## config.mk

```make
export PLATFORM = sky130hd
export DESIGN_NAME = fll_lock_mon_flat
export DESIGN_NICKNAME = d
export VERILOG_FILES = /design/src/rtl/fll_lock_mon_if.sv /design/src/rtl/fll_lock_mon.sv /design/src/flat_wrapper.sv
export SDC_FILE = /design/constraint.sdc
export NUM_CORES = 1
export LEC_CHECK = 0
export BUFFER_PORTS_ARGS = -buffer_cell sky130_fd_sc_hd__buf_4
export CORE_AREA = 5 5 73 75
export CTS_BUF_LIST = sky130_fd_sc_hd__clkbuf_4
export DETAILED_ROUTE_END_ITERATION = 10
export DIE_AREA = 0 0 78 80
export MAX_ROUTING_LAYER = met4
export PLACE_DENSITY = 0.75
export RECOVER_POWER = 100
export SLEW_MARGIN = 20
export SYNTH_ARGS = -nofsm -noshare
export SYNTH_HDL_FRONTEND = slang
export SYNTH_SLANG_ARGS = --single-unit
```

## constraint.sdc

```tcl
create_clock -name ref_clk -period 2 [get_ports ref_clk]
set_clock_uncertainty 0.05 [all_clocks]
set_input_delay 0.3 -clock ref_clk [delete_from_list [all_inputs] [get_ports ref_clk]]
set_output_delay 0.3 -clock ref_clk [all_outputs]
set_load 0.01 [all_outputs]
```

## src/rtl/fll_lock_mon_if.sv

```systemverilog
// FLL lock monitor signal bundle: enable/raw lock in, supervisor outputs back.
// slave is the monitor side, master is the controlling side.
interface fll_lock_mon_if #(
  parameter int unsigned EVT_W = 8
);
  logic             en;
  logic             lock_in;
  logic             cfgreq_o;
  logic             bypass_o;
  logic             locked_o;
  logic             fail_o;
  logic [EVT_W-1:0] loss_cnt_o;
  logic [2:0]       state_o;

  modport master (
    output en,
    output lock_in,
    input  cfgreq_o,
    input  bypass_o,
    input  locked_o,
    input  fail_o,
    input  loss_cnt_o,
    input  state_o
  );

  modport slave (
    input  en,
    input  lock_in,
    output cfgreq_o,
    output bypass_o,
    output locked_o,
    output fail_o,
    output loss_cnt_o,
    output state_o
  );
endinterface

```

## src/rtl/fll_lock_mon.sv

```systemverilog
// FLL bring-up / lock supervisor on the reference clock.
// Synchronises and filters the raw FLL lock, issues config requests with timeout/retry,
// holds the FLL in bypass until lock is stable and counts lock-loss events.
// Build option: define FLL_LOCK_MON_AUTORELOCK_EN to relock (REQ, fresh retry budget)
// after lock loss instead of parking in FAIL.
module fll_lock_mon #(
  parameter int unsigned LOCK_FILT = 8,
  parameter int unsigned TMO_W     = 16,
  parameter int unsigned TMO       = 50000,
  parameter int unsigned MAX_RETRY = 3,
  parameter int unsigned EVT_W     = 8
) (
  input  logic          ref_clk,
  input  logic          rst,
  fll_lock_mon_if.slave mon_if
);

  localparam int unsigned      FILT_W    = $clog2(LOCK_FILT + 1);
  localparam logic [FILT_W-1:0] FILT_LAST = FILT_W'(LOCK_FILT - 1);
  localparam logic [TMO_W-1:0]  TMO_LAST  = TMO_W'(TMO - 1);
  localparam logic [3:0]        RETRY_MAX = 4'(MAX_RETRY);

  typedef enum logic [2:0] {
    StIdle   = 3'd0,
    StReq    = 3'd1,
    StWait   = 3'd2,
    StLocked = 3'd3,
    StFail   = 3'd4
  } state_e;

  logic              r_sync1;
  logic              r_sync2;
  logic [FILT_W-1:0] r_filt_cnt;
  logic              r_lock_f;

  state_e            r_state;
  state_e            w_state_nxt;
  logic [TMO_W-1:0]  r_tmo;
  logic [TMO_W-1:0]  w_tmo_nxt;
  logic [3:0]        r_retry;
  logic [3:0]        w_retry_nxt;
  logic [EVT_W-1:0]  r_loss;
  logic [EVT_W-1:0]  w_loss_nxt;

  logic              r_cfgreq;
  logic              r_bypass;
  logic              r_locked;
  logic              r_fail;

  // Two-flop synchroniser for the asynchronous raw lock.
  always_ff @(posedge ref_clk) begin
    if (rst) begin
      r_sync1 <= 1'b0;
      r_sync2 <= 1'b0;
    end else begin
      r_sync1 <= mon_if.lock_in;
      r_sync2 <= r_sync1;
    end
  end

  // Lock filter: lock_f follows lock_s only after LOCK_FILT consecutive mismatching samples.
  always_ff @(posedge ref_clk) begin
    if (rst) begin
      r_filt_cnt <= '0;
      r_lock_f   <= 1'b0;
    end else if (r_sync2 != r_lock_f) begin
      if (r_filt_cnt == FILT_LAST) begin
        r_lock_f   <= r_sync2;
        r_filt_cnt <= '0;
      end else begin
        r_filt_cnt <= r_filt_cnt + 1'b1;
      end
    end else begin
      r_filt_cnt <= '0;
    end
  end

  // Next-state and counter update; en=0 overrides everything and returns to IDLE.
  always_comb begin
    w_state_nxt = r_state;
    w_tmo_nxt   = r_tmo;
    w_retry_nxt = r_retry;
    w_loss_nxt  = r_loss;
    if (!mon_if.en) begin
      w_state_nxt = StIdle;
      w_tmo_nxt   = '0;
      w_retry_nxt = '0;
    end else begin
      case (r_state)
        StIdle: begin
          w_state_nxt = StReq;
          w_retry_nxt = '0;
        end
        StReq: begin
          w_state_nxt = StWait;
          w_retry_nxt = r_retry + 1'b1;
          w_tmo_nxt   = '0;
        end
        StWait: begin
          w_tmo_nxt = r_tmo + 1'b1;
          // Lock is checked first so it wins a same-cycle timeout.
          if (r_lock_f) begin
            w_state_nxt = StLocked;
          end else if (r_tmo == TMO_LAST) begin
            w_state_nxt = (r_retry < RETRY_MAX) ? StReq : StFail;
          end
        end
        StLocked: begin
          if (!r_lock_f) begin
            if (r_loss != '1) begin
              w_loss_nxt = r_loss + 1'b1;
            end
`ifdef FLL_LOCK_MON_AUTORELOCK_EN
            w_state_nxt = StReq;
            w_retry_nxt = '0;
`else
            w_state_nxt = StFail;
`endif
          end
        end
        StFail: begin
          w_state_nxt = StFail;
        end
        default: begin
          w_state_nxt = StIdle;
        end
      endcase
    end
  end

  // State and counter registers.
  always_ff @(posedge ref_clk) begin
    if (rst) begin
      r_state <= StIdle;
      r_tmo   <= '0;
      r_retry <= '0;
      r_loss  <= '0;
    end else begin
      r_state <= w_state_nxt;
      r_tmo   <= w_tmo_nxt;
      r_retry <= w_retry_nxt;
      r_loss  <= w_loss_nxt;
    end
  end

  // Outputs registered from the next state so they change on the same edge as the state.
  always_ff @(posedge ref_clk) begin
    if (rst) begin
      r_cfgreq <= 1'b0;
      r_bypass <= 1'b1;
      r_locked <= 1'b0;
      r_fail   <= 1'b0;
    end else begin
      r_cfgreq <= (w_state_nxt == StReq);
      r_bypass <= (w_state_nxt != StLocked);
      r_locked <= (w_state_nxt == StLocked);
      r_fail   <= (w_state_nxt == StFail);
    end
  end

  assign mon_if.cfgreq_o   = r_cfgreq;
  assign mon_if.bypass_o   = r_bypass;
  assign mon_if.locked_o   = r_locked;
  assign mon_if.fail_o     = r_fail;
  assign mon_if.loss_cnt_o = r_loss;
  assign mon_if.state_o    = r_state;

endmodule
```

## src/flat_wrapper.sv

```systemverilog
// flat-port wrapper written by rule: the top's interface ports become plain ports
module fll_lock_mon_flat 
#(
  parameter int unsigned LOCK_FILT = 8,
  parameter int unsigned TMO_W     = 16,
  parameter int unsigned TMO       = 50000,
  parameter int unsigned MAX_RETRY = 3,
  parameter int unsigned EVT_W     = 8
)
  (ref_clk, rst, mon_if_en, mon_if_lock_in, mon_if_cfgreq_o, mon_if_bypass_o, mon_if_locked_o, mon_if_fail_o, mon_if_loss_cnt_o, mon_if_state_o);
  fll_lock_mon_if #(.EVT_W(EVT_W)) mon_if_i ();
  input  logic ref_clk;
  input  logic rst;
  input wire logic [$bits(mon_if_i.en)-1:0] mon_if_en;
  input wire logic [$bits(mon_if_i.lock_in)-1:0] mon_if_lock_in;
  output wire logic [$bits(mon_if_i.cfgreq_o)-1:0] mon_if_cfgreq_o;
  output wire logic [$bits(mon_if_i.bypass_o)-1:0] mon_if_bypass_o;
  output wire logic [$bits(mon_if_i.locked_o)-1:0] mon_if_locked_o;
  output wire logic [$bits(mon_if_i.fail_o)-1:0] mon_if_fail_o;
  output wire logic [$bits(mon_if_i.loss_cnt_o)-1:0] mon_if_loss_cnt_o;
  output wire logic [$bits(mon_if_i.state_o)-1:0] mon_if_state_o;
  assign mon_if_i.en = mon_if_en;
  assign mon_if_i.lock_in = mon_if_lock_in;
  assign mon_if_cfgreq_o = mon_if_i.cfgreq_o;
  assign mon_if_bypass_o = mon_if_i.bypass_o;
  assign mon_if_locked_o = mon_if_i.locked_o;
  assign mon_if_fail_o = mon_if_i.fail_o;
  assign mon_if_loss_cnt_o = mon_if_i.loss_cnt_o;
  assign mon_if_state_o = mon_if_i.state_o;
  fll_lock_mon #(.LOCK_FILT(LOCK_FILT), .TMO_W(TMO_W), .TMO(TMO), .MAX_RETRY(MAX_RETRY), .EVT_W(EVT_W)) u_core (.ref_clk(ref_clk), .rst(rst), .mon_if(mon_if_i));
endmodule
```

==> out/results.tsv <==
stage	metric	value	unit
drt	ant_nets	0	
finish	drive_gt1_frac	0.131	
die	die_area	0.00624	sq mm
die	die_h	80	um
finish	final-seq-area	841	sq um
grt	grt_max_degree	19	
worst_setup_path	r2r-end	u_core.r_tmo[15]	
logic_synthesis	ys.flop_type	dfxtp_1	
drt	avgViaCountPerCell	5.65	
clock_network	clk_pin_slew_worst_paths	0.13	ns
sta	slew_violations	0	
worst_setup_path	critical_path_class	reg2reg	
worst_setup_path	crit_family	simple AND/OR/NAND/NOR gates	
sta	timing.final.crit_share	0.945	
sta	slew_headroom	0.510	
finish	multi_input_area	0.00103	sq mm
sta	tightest_slew	0.736	ns
power_and_ir_drop	p_switching	0.340	mW
die	placementRows	25	
drt	drt-pass1-iter-count	4	
clock_network	clock_sinks	42	
worst_setup_path	start_kind	flip-flop	
logic_synthesis	synth_area_leaders	dfxtp_1 43%, a21oi_1 5.8%, nor2_1 4.2%	
worst_setup_path	worstPathArrival	2.14	ns
place	place_inst	294	
outcome	status	complete, no violations	
logic_synthesis	async_flop_share	0	
logic_synthesis	synth_area_leader_cell	dfxtp_1	
power_and_ir_drop	combPwrFrac	0.052	
sta	hold_viol	0	
worst_setup_path	critPathMaxStageDelay	0.49	ns
grt	antenna_found_initial	0	
power_and_ir_drop	swShare	0.212	
worst_setup_path	startpoint	u_core.mon_if.state_o[1]	
power_and_ir_drop	clkPwrFrac	0.418	
worst_setup_path	cp_cell_sequence	or3b_1 -> or3_1 -> or4_1 -> a21oi_1	
drt	avgRoutedWirePerCell	12.9	um
worst_setup_path	cp.required	2.25	ns
clock_network	insertion_delay	0.36	ns
drt	via_count	1723	
die	core	0.00460	sq mm
logic_synthesis	synth_edf_count	0	
sta	fin_setup_tns	0	ns
clock_network	clockRootBuffer	clkbuf_4	
die	start_util	0.428	
finish	final_area	0.00225	sq mm
logic_synthesis	syn_area	0.00197	sq mm
power_and_ir_drop	p_int	1.26	mW
place	hpwlAfterDp	2800	um
place	placed_area	0.00218	sq mm
logic_synthesis	yosysTopAreaCellShare	0.427	
worst_hold_path	hold_start	mon_if_lock_in	
finish	utilization	0.489	
worst_setup_path	r2r_slack	0.11	ns
logic_synthesis	yosysWarnings	0	
worst_setup_path	worstSetupEndpointType	flip-flop	
clock_network	holdBufCountCts	0	
power_and_ir_drop	p_leak	0.759	nW
grt	gr-total-overflow	0	
run	drv_cap	0	
worst_setup_path	cp.buffers_inverters	0	
power_and_ir_drop	powerDensity	712	mW/mm^2
finish	final_cells	305	
worst_setup_path	cp_max_fo	7	
sta	fmax	529	MHz
logic_synthesis	synth-seq-cells	42	
place	routabilityCongestion	0.900	
worst_setup_path	cpMaxStageDelayCell	or4_1	
grt	gr-usage-all-layers	0.140	
finish	fillers	429	
grt	grt_pass1_vias	1626	
drt	drtIter0Drc	91	
sta	finalSetupViolCount	0	
power_and_ir_drop	ir_worst_vdd	0.403	mV
worst_setup_path	r2r_start	u_core.mon_if.state_o[1]	
finish	diodes	0	
worst_hold_path	hold_depth	2	
clock_network	cts_tree	done	
clock_network	clockBufferDepth	2	
logic_synthesis	synth_common_cells	42 x dfxtp_1, 23 x a21oi_1, 22 x nor2_1, 14 x nand3_1, 12 x or3_1	
place	portBuffers	18	
power_and_ir_drop	seqPwrFrac	0.530	
sta	timing.final.crit_period	1.89	ns
logic_synthesis	synth_cells	226	
clock_network	cts_made_buffers	5	
finish	final_nets	258	
worst_hold_path	whs_endpoint	u_core.r_sync1	
logic_synthesis	synth_area_per_cell	8.71	sq um
grt	grt_pass1_wl	6960	um
drt	drt_wl_total	3940	um
die	die_x	78	um
logic_synthesis	synth_fp_nets	234	
logic_synthesis	netlist-cell-type-count	46	
drt	post-route-drc-count	0	
finish	area_growth	14.1	%
worst_setup_path	reg2regPathDepth	4	
die	pin_count	19	
worst_hold_path	hold_class	in2reg	
logic_synthesis	yosysSeqAreaShare	0.427	
logic_synthesis	yosysMostFrequentCell	dfxtp_1	
clock_network	ctsHtreeMaxLevel	2	
power by group through the flow:
| stage | clock network (mW) | logic, mW | registers [mW] |
|---|---|---|---|
| floorplan | 0 | 0.0555 | 0.870 |
| global placement | 0 | 0.0869 | 0.867 |
| detailed placement | 0 | 0.0879 | 0.867 |
| CTS | 0.682 | 0.0881 | 0.849 |
| finish | 0.668 | 0.0836 | 0.848 |
| global route | 0.719 | 0.0933 | 0.850 |
metal layers:
metal | global-route usage | wire length [um]
met1 | 0.158 | 1760
met2 | 0.233 | 1970
met3 | 0.0361 | 138
met4 | 0.0642 | 69
met5 | - | 0
how the worst max path moves through the flow:
stage               depth (start not counted)                           to  slack (ns)
global route                                6  u_core.mon_if.loss_cnt_o[1]      -0.001
detailed placement                          4             u_core.r_tmo[15]        0.13
global placement                            4             u_core.r_tmo[15]        0.16
CTS                                         4             u_core.r_tmo[15]        0.11
floorplan                                   7             u_core.r_tmo[15]       -0.12
finish                                      4             u_core.r_tmo[15]        0.11
placed cells by master (no fill, tap or decap), drive strengths merged, types with 6 or more instances in the layout:
| cell | instances |
|---|---|
| nand2 | 11 |
| clkbuf | 19 |
| nand4 | 6 |
| o21ai | 8 |
| nand3 | 14 |
| o211ai | 6 |
| a21oi | 23 |
| buf | 17 |
| or3 | 12 |
| dfxtp | 42 |
| inv | 6 |
| nor2 | 22 |
worst register-to-register path: stages, from the launching register on:
cell     delay, ns
dfxtp_1       0.35
or3b_1        0.37
or3_1         0.44
or4_1         0.49
a21oi_1       0.13
metrics by stage:
| stage | power, mW | hold WS [ns] | setup WS [ns] |
|---|---|---|---|
| floorplan | 0.925 | 0.364 | -0.117 |
| global placement | 0.953 | 0.366 | 0.161 |
| detailed placement | 0.955 | 0.374 | 0.128 |
| CTS | 1.62 | 0.0887 | 0.106 |
| global route | 1.66 | 0.102 | -0.00106 |
| finish | 1.60 | 0.0985 | 0.111 |
sequential cells by signal, indices dropped and copies added (netlist names):
signal,cells
u_core.r_tmo,16
u_core.mon_if.loss_cnt_o,8
u_core.r_filt_cnt,4
u_core.r_retry,4
u_core.mon_if.state_o,3
u_core.mon_if.bypass_o,1
u_core.mon_if.cfgreq_o,1
u_core.mon_if.fail_o,1
u_core.mon_if.locked_o,1
u_core.r_lock_f,1
u_core.r_sync1,1
u_core.r_sync2,1
cell families (layout without fill, tap and decap cells):
group | Yosys count | after routing | synth area share
AO/OA/AOI/OAI | 52 | 52 | 0.165
AND/OR/NAND/NOR | 98 | 98 | 0.286
flip-flops | 42 | 42 | 0.427
adder cells (fa/ha/maj) | 4 | 4 | 0.0254
multiplexers | 6 | 6 | 0.0330
XOR/XNOR | 4 | 4 | 0.0178
buffers and inverters | 20 | 45 | 0.0464
repair_timing:
| action | CTS | global route |
|---|---|---|
| setup buffers | 0 | 3 |
| setup endpoints to repair | 0 | 3 |
| gates resized for setup | 0 | 0 |
layout make-up:
type | instances | share of cell area
Tap cell | 54 | 0.0301
Inverter | 6 | 0.0100
Clock buffer | 5 | 0.0167
Timing Repair Buffer | 31 | 0.0802
Sequential cell | 42 | 0.374
Multi-Input combinational cell | 164 | 0.460
Clock inverter | 3 | 0.0284
Power figures use the tool's default switching activity.
